File: config.mk
export PLATFORM = sky130hd
export DESIGN_NAME = jesd_rx_multilane_path
export DESIGN_NICKNAME = d
export VERILOG_FILES = /design/src/rtl/jesd_rx_multilane_path.sv
export SDC_FILE = /design/constraint.sdc
export NUM_CORES = 1
export LEC_CHECK = 0
export BUFFER_PORTS_ARGS = -buffer_cell sky130_fd_sc_hd__buf_2
export CAP_MARGIN = 30
export CORE_UTILIZATION = 61
export DETAILED_ROUTE_END_ITERATION = 10
export GPL_TIMING_DRIVEN = 1
export PLACE_DENSITY_LB_ADDON = 0.12
export SKIP_CTS_REPAIR_TIMING = 1
export SLEW_MARGIN = 25
export SYNTH_ARGS = -nofsm -noshare
export SYNTH_HDL_FRONTEND = slang
export SYNTH_SLANG_ARGS = --single-unit
File: constraint.sdc
create_clock -name clk_i -period 7.6 [get_ports clk_i]
set_input_delay 0.38 -clock clk_i [delete_from_list [all_inputs] [get_ports clk_i]]
set_output_delay 0.38 -clock clk_i [all_outputs]
set_load 0.01 [all_outputs]
File: src/rtl/jesd_rx_multilane_path.sv
// JESD204B multi-lane receive front end: per-lane CGS/IFS tracking, octet
// alignment and deskew FIFOs that release all lanes together onto data_o.
module jesd_rx_multilane_path #(
    parameter int LANES           = 2,
    parameter int PARALLEL_OCTETS = 4,
    parameter int DATA_WIDTH      = PARALLEL_OCTETS * 8,
    parameter int BUFFER_DEPTH    = 16,
    parameter int CGS_THRESHOLD   = 4,
    parameter int ERR_THRESHOLD   = 3,
    localparam int AW             = (PARALLEL_OCTETS > 1) ? $clog2(PARALLEL_OCTETS) : 1
) (
    input  logic                               clk_i,
    input  logic                               rst_i,
    input  logic [LANES*DATA_WIDTH-1:0]        gtx_data_i,
    input  logic [LANES*PARALLEL_OCTETS-1:0]   gtx_charisk_i,
    input  logic [LANES*PARALLEL_OCTETS-1:0]   gtx_notintable_i,
    input  logic [LANES*PARALLEL_OCTETS-1:0]   gtx_disperr_i,
    input  logic                               sync_request_i,
    input  logic                               release_i,
    output logic [LANES*DATA_WIDTH-1:0]        data_o,
    output logic                               data_valid_o,
    output logic                               sync_no,
    output logic [LANES-1:0]                   lane_cgs_o,
    output logic [LANES-1:0]                   lane_ifs_o,
    output logic [LANES*AW-1:0]                octet_align_o,
    output logic                               overflow_o,
    output logic                               underflow_o
);
    localparam int CW = $clog2(CGS_THRESHOLD + PARALLEL_OCTETS + 1);
    localparam int EW = $clog2(ERR_THRESHOLD + 1);
    localparam int PW = $clog2(BUFFER_DEPTH);

    typedef enum logic [2:0] {CS_INIT = 3'd0, CS_DATA = 3'd1} cs_state_e;

    logic [LANES-1:0] leave_s, empty_s, ifs_s, cgs_s, ovf_s, udf_s;
    logic             restart_s, start_s, pop_s;
    logic             data_valid_q, sync_no_q, overflow_q, underflow_q;

    // Any lane dropping out of CS_DATA restarts the whole link.
    assign restart_s = sync_request_i | (|leave_s);
    assign start_s   = release_i & (&ifs_s) & ~(|empty_s) & ~restart_s;
    assign pop_s     = (data_valid_q | start_s) & ~restart_s;

    for (genvar n = 0; n < LANES; n++) begin : g_lane
        logic [DATA_WIDTH-1:0]      cur_s, prev_q, aligned_q, data_q;
        logic [2*DATA_WIDTH-1:0]    shifted_s;
        logic [PARALLEL_OCTETS-1:0] err_oct_s, cgs_oct_s;
        logic [AW-1:0]              first_s, align_q, align_d;
        cs_state_e                  st_q, st_d;
        logic [CW-1:0]              cnt_q, cnt_d;
        logic [EW-1:0]              ecnt_q, ecnt_d;
        logic                       ifs_q, ifs_d, aligned_vld_q;
        logic [DATA_WIDTH-1:0]      mem_q [BUFFER_DEPTH];
        logic [PW-1:0]              wr_ptr_q, rd_ptr_q;
        logic [PW:0]                count_q;
        logic                       full_s, wr_s, wr_ok_s, rd_ok_s;

        assign cur_s = gtx_data_i[n*DATA_WIDTH +: DATA_WIDTH];

        // Octet classification and lowest non-/K/ octet index.
        always_comb begin
            err_oct_s = '0;
            cgs_oct_s = '0;
            first_s   = '0;
            for (int k = PARALLEL_OCTETS - 1; k >= 0; k--) begin
                err_oct_s[k] = gtx_notintable_i[n*PARALLEL_OCTETS + k] | gtx_disperr_i[n*PARALLEL_OCTETS + k];
                cgs_oct_s[k] = gtx_charisk_i[n*PARALLEL_OCTETS + k] & ~err_oct_s[k]
                             & (cur_s[k*8 +: 5] == 5'd28) & (cur_s[k*8+5 +: 3] == 3'd5);
                first_s      = cgs_oct_s[k] ? first_s : AW'(k);
            end
        end

        // CGS state machine: /K/ counting in CS_INIT, error counting in CS_DATA.
        always_comb begin
            st_d   = st_q;
            cnt_d  = cnt_q;
            ecnt_d = ecnt_q;
            if (sync_request_i) begin
                st_d   = CS_INIT;
                cnt_d  = '0;
                ecnt_d = '0;
            end else begin
                case (st_q)
                    CS_INIT: begin
                        ecnt_d = '0;
                        if (&cgs_oct_s) begin
                            cnt_d = cnt_q + CW'(PARALLEL_OCTETS);
                        end else if (|err_oct_s) begin
                            cnt_d = '0;
                        end else begin
                            cnt_d = cnt_q;
                        end
                        if (cnt_d >= CW'(CGS_THRESHOLD)) begin
                            st_d  = CS_DATA;
                            cnt_d = '0;
                        end else begin
                            st_d = CS_INIT;
                        end
                    end
                    CS_DATA: begin
                        cnt_d  = '0;
                        ecnt_d = (|err_oct_s) ? ecnt_q + EW'(1) : '0;
                        if (ecnt_d >= EW'(ERR_THRESHOLD)) begin
                            st_d   = CS_INIT;
                            ecnt_d = '0;
                        end else begin
                            st_d = CS_DATA;
                        end
                    end
                    default: begin
                        st_d   = CS_INIT;
                        cnt_d  = '0;
                        ecnt_d = '0;
                    end
                endcase
            end
        end

        // IFS latch: first clean, non-/K/ word seen in CS_DATA fixes the alignment.
        always_comb begin
            ifs_d   = ifs_q;
            align_d = align_q;
            if (restart_s) begin
                ifs_d   = 1'b0;
                align_d = '0;
            end else if ((st_q == CS_DATA) && !ifs_q && !(|err_oct_s) && !(&cgs_oct_s)) begin
                ifs_d   = 1'b1;
                align_d = first_s;
            end else begin
                ifs_d   = ifs_q;
                align_d = align_q;
            end
        end

        assign leave_s[n] = (st_q == CS_DATA) && (st_d != CS_DATA);
        assign shifted_s  = {cur_s, prev_q} >> (32'(align_q) * 32'd8);
        assign full_s     = (count_q == (PW+1)'(BUFFER_DEPTH));
        assign empty_s[n] = (count_q == '0);
        assign wr_s       = aligned_vld_q & ifs_q & ~restart_s;
        assign wr_ok_s    = wr_s & ~full_s;
        assign rd_ok_s    = pop_s & ~empty_s[n];
        assign ovf_s[n]   = wr_s & full_s;
        assign udf_s[n]   = pop_s & empty_s[n];

        // Lane state, alignment and aligned-word registers.
        always_ff @(posedge clk_i) begin
            if (rst_i) begin
                st_q          <= CS_INIT;
                cnt_q         <= '0;
                ecnt_q        <= '0;
                ifs_q         <= 1'b0;
                align_q       <= '0;
                prev_q        <= '0;
                aligned_q     <= '0;
                aligned_vld_q <= 1'b0;
            end else begin
                st_q          <= st_d;
                cnt_q         <= cnt_d;
                ecnt_q        <= ecnt_d;
                ifs_q         <= ifs_d;
                align_q       <= align_d;
                prev_q        <= cur_s;
                aligned_q     <= shifted_s[DATA_WIDTH-1:0];
                aligned_vld_q <= ifs_q & ~restart_s;
            end
        end

        // Deskew FIFO bookkeeping and registered output word.
        always_ff @(posedge clk_i) begin
            if (rst_i || restart_s) begin
                wr_ptr_q <= '0;
                rd_ptr_q <= '0;
                count_q  <= '0;
                data_q   <= '0;
            end else begin
                wr_ptr_q <= wr_ptr_q + PW'(wr_ok_s);
                rd_ptr_q <= rd_ptr_q + PW'(rd_ok_s);
                count_q  <= count_q + (PW+1)'(wr_ok_s) - (PW+1)'(rd_ok_s);
                data_q   <= rd_ok_s ? mem_q[rd_ptr_q] : '0;
            end
        end

        // FIFO storage.
        always_ff @(posedge clk_i) begin
            if (wr_ok_s) begin
                mem_q[wr_ptr_q] <= aligned_q;
            end
        end

        assign ifs_s[n]                          = ifs_q;
        assign cgs_s[n]                          = (st_q == CS_DATA);
        assign data_o[n*DATA_WIDTH +: DATA_WIDTH] = data_q;
        assign octet_align_o[n*AW +: AW]         = align_q;
    end

    // Link release, SYNC~ and sticky error flags.
    always_ff @(posedge clk_i) begin
        if (rst_i) begin
            data_valid_q <= 1'b0;
            sync_no_q    <= 1'b0;
            overflow_q   <= 1'b0;
            underflow_q  <= 1'b0;
        end else begin
            data_valid_q <= restart_s ? 1'b0 : (data_valid_q | start_s);
            sync_no_q    <= (&cgs_s) & ~sync_request_i;
            overflow_q   <= overflow_q | (|ovf_s);
            underflow_q  <= underflow_q | (|udf_s);
        end
    end

    assign data_valid_o = data_valid_q;
    assign sync_no      = sync_no_q;
    assign lane_cgs_o   = cgs_s;
    assign lane_ifs_o   = ifs_s;
    assign overflow_o   = overflow_q;
    assign underflow_o  = underflow_q;
endmodule

==> out/metrics.yaml <==
status: "finished, violations left"
violations: "negative hold slack"
switching_share: 0.188
wl_met2_um: 46500
clk_latency_ns: 0.67
pwr-share-seq: 0.552
drc: 0
synthCells: 2222
synth_area_per_cell_um2: 21.4
p_clk_frac: 0.437
met3_wirelength_um: 8930
criticalPathCategory: "reg2reg"
ant_nets: 0
root_buffer: "clkbuf_16"
die_w_um: 281
ys_types: 52
irDropWorstVdd_v: 0.000183
cts_buffer_depth: 3
cts.sinks: 1264
tightest_slew_ns: 0.902
setup_viol: 0
p_sw_w: 0.00256
drtIter0Drc: 2159
vias_per_cell: 6.21
place_ws_ns: 3.82
power_density_nw_per_um2: 250
endpoint_kind: "flop"
period_share: 0.467
yosysTopAreaCell: "edfxtp_1"
synth_edf_count: 1024
fin_ws_ns: 4.05
slew_viol_final: 0
cp_max_fo: 4
antenna_found_initial: 5
hp-class: "in2reg"
synth_seq_cells: 1264
synth_top_area_share: 0.645
track_usage: 0.254
rsz0062_at_grt: "false"
yosys_warnings: 0
cts_tree: "built"
ys_seq_area_frac: 0.746
synthTopCellsByArea: "edfxtp_1, mux4_2, dfxtp_1"
leakagePower_nw: 15.6
grt_start_max_net_pins: 71
skew_ns: 0.0269
nets: 2613
portBuffers: 167
crit_path_start_kind: "flop"
area_growth_pct: 14.9
intPower_w: 0.0111
relSlewSlack: 0.399
cts_buffers: 118
highest-signal-layer: "met5"
drt_pass1_iterations: 5
dr_total_vias: 22610
met1_length_um: 41100
grt_pass1_vias: 23143
rows: 102
layout_min_cycle_time_ns: 3.55
core_area_um2: 77300
max_freq_mhz: 282
synthArstFlopShare: 0
wl_per_cell_um: 27.0
hold_violations: 5
ios: 168
crit_arrival_ns: 4.09
wirelength_um: 98300
place_congestion: 0.780
start_util: 0.616
dp_hpwl_um: 59100
grt_overflow: 0
grt_pass1_wl_um: 146000
fin_setup_tns_ns: 0
combPwrFrac: 0.010
die-area_um2: 79200
clk_pin_slew_ns: 0.06
die_h_um: 281
htree_levels: 3
required_ns: 8.14
drive_gt1_frac: 0.323
syn_area_um2: 47600
drv_cap: 0
holdWs_ns: -0.0176
synth_top_flop_cell: "edfxtp_1"
## layout by cell type (no fill, tap or decap), types with 4 or more instances in the layout
| cell | n |
|---|---|
| a21oi_1 | 8 |
| and3_1 | 15 |
| and4b_1 | 8 |
| buf_12 | 8 |
| buf_16 | 12 |
| buf_2 | 166 |
| buf_4 | 41 |
| bufinv_16 | 16 |
| clkbuf_1 | 33 |
| clkbuf_16 | 119 |
| clkbuf_8 | 14 |
| clkinv_1 | 17 |
| clkinv_2 | 15 |
| clkinvlp_4 | 4 |
| conb_1 | 4 |
| dfxtp_1 | 228 |
| dfxtp_2 | 6 |
| dfxtp_4 | 6 |
| dlygate4sd3_1 | 41 |
| edfxtp_1 | 1024 |
| ha_1 | 20 |
| inv_1 | 15 |
| mux4_2 | 384 |
| nand2_1 | 11 |
| nand2b_1 | 5 |
| nand3_1 | 13 |
| nand3b_1 | 6 |
| nand4_1 | 7 |
| nor2_1 | 45 |
| nor2_4 | 17 |
| nor2b_1 | 193 |
| nor3_1 | 6 |
| nor3_2 | 8 |
| nor4_1 | 4 |
| nor4_2 | 7 |
| nor4bb_1 | 9 |
| xnor2_1 | 10 |
| xor2_1 | 6 |
## power by group through the flow
stage | combinational, W | clock (W) | sequential (W)
4_1_cts | 0.000122 | 0.00606 | 0.00754
3_5_place_dp | 0.000121 | 0 | 0.00769
2_1_floorplan | 0.0000636 | 0 | 0.00766
6_report | 0.000138 | 0.00598 | 0.00754
3_3_place_gp | 0.000118 | 0 | 0.00768
5_1_grt | 0.000150 | 0.00633 | 0.00755
## flip-flops by register name, indices dropped and copies added (netlist names), 2 cells and up
| register | count |
|---|---|
| g_lane.aligned_vld_q | 2 |
| g_lane.mem_q | 1024 |
| g_lane.align_q | 4 |
| g_lane.ifs_q | 2 |
| g_lane.count_q | 10 |
| g_lane.data_q | 64 |
| g_lane.st_q | 2 |
| g_lane.prev_q | 64 |
| g_lane.wr_ptr_q | 8 |
| g_lane.aligned_q | 64 |
| g_lane.cnt_q | 4 |
| g_lane.rd_ptr_q | 8 |
| g_lane.ecnt_q | 4 |
## through the flow
stage | utilization | area [um2] | hold WS (ns) | total power, W | instances
final | 0.708 | 54700 | -0.0176 | 0.0137 | 3640
after global routing | 0.708 | 54700 | 0.000304 | 0.0140 | 3639
after floorplan | - | 47700 | 0.404 | 0.00773 | 2225
after detailed placement | 0.650 | 50300 | 0.437 | 0.00781 | 3373
after global placement | 0.644 | 49800 | 0.427 | 0.00780 | 3354
after CTS | 0.701 | 54200 | -0.103 | 0.0137 | 3593
## path summary, 6_finish.rpt
check                                                     start                               to  slack [ns]  depth (start not counted)
worst max-delay path            g_lane[1].count_q[2]$_SDFF_PP0_  g_lane[1].count_q[4]$_SDFF_PP0_        4.05                         16
worst min-delay path                             gtx_data_i[14]  g_lane[0].prev_q[14]$_SDFF_PP0_       -0.02                          2
worst min register to register   g_lane[0].ecnt_q[0]$_SDFF_PP0_   g_lane[0].ecnt_q[0]$_SDFF_PP0_        0.45                          1
worst max register to register  g_lane[1].count_q[2]$_SDFF_PP0_  g_lane[1].count_q[4]$_SDFF_PP0_        4.05                         16
## cell type report
| class | count | area [um2] |
|---|---|---|
| sequential | 1264 | 35600 |
| fill | 4651 | 22600 |
| multi-input combinational | 827 | 11700 |
| clock buffer | 166 | 3290 |
| timing repair buffer | 273 | 2100 |
| tap | 1040 | 1300 |
| clock inverter | 54 | 667 |
| inverter | 15 | 56.3 |
| antenna | 1 | 2.50 |
## Yosys cell counts (all sizes together), types with 2 or more instances
cell / instances
nand2b: 5
xnor2: 10
a21oi: 8
fa: 2
nand3b: 6
edfxtp: 1024
inv: 15
o21ai: 2
xor2: 6
mux2i: 2
or2: 3
nor2b: 193
a31oi: 2
nand3: 13
a21o: 3
nor4bb: 9
nor3: 14
nor4: 11
o21a: 3
and4b: 8
dfxtp: 240
or3: 3
nor4b: 5
and3: 15
buf: 47
nor3b: 2
nand4: 7
clkbuf: 72
mux4: 384
nand2: 11
ha: 20
nor2: 62
## layer usage
layer	up-vias	GRT usage
met5	-	0
met4	2	0.0635
met3	122	0.0570
met2	989	0.386
met1	11859	0.381
li1	9638	-
## worst max-delay path: stages (launching register included)
cell,delay [ns]
dfxtp_1,0.32
inv_1,0.10
ha_1,0.17
nor4b_1,0.62
nor2_1,0.11
a41oi_1,0.35
or3_1,0.19
nor2_1,0.07
ha_1,0.32
inv_1,0.04
ha_1,0.20
fa_1,0.44
a21oi_1,0.14
nor2_1,0.06
nor2_1,0.12
xnor2_1,0.13
nor2_1,0.05
## cells by family (layout without fill, tap and decap cells)
kind of cell	after synthesis	count (layout)	synth area share
mux	386	386	0.182
compound gates	27	27	0.00383
simple gates	372	372	0.0468
xor+xnor	16	16	0.00294
other cells	1	5	0.0000787
buf+inv	134	508	0.0121
flops	1264	1264	0.746
fa+ha+maj	22	22	0.00609
No activity file was read; power rests on OpenSTA's default activity.
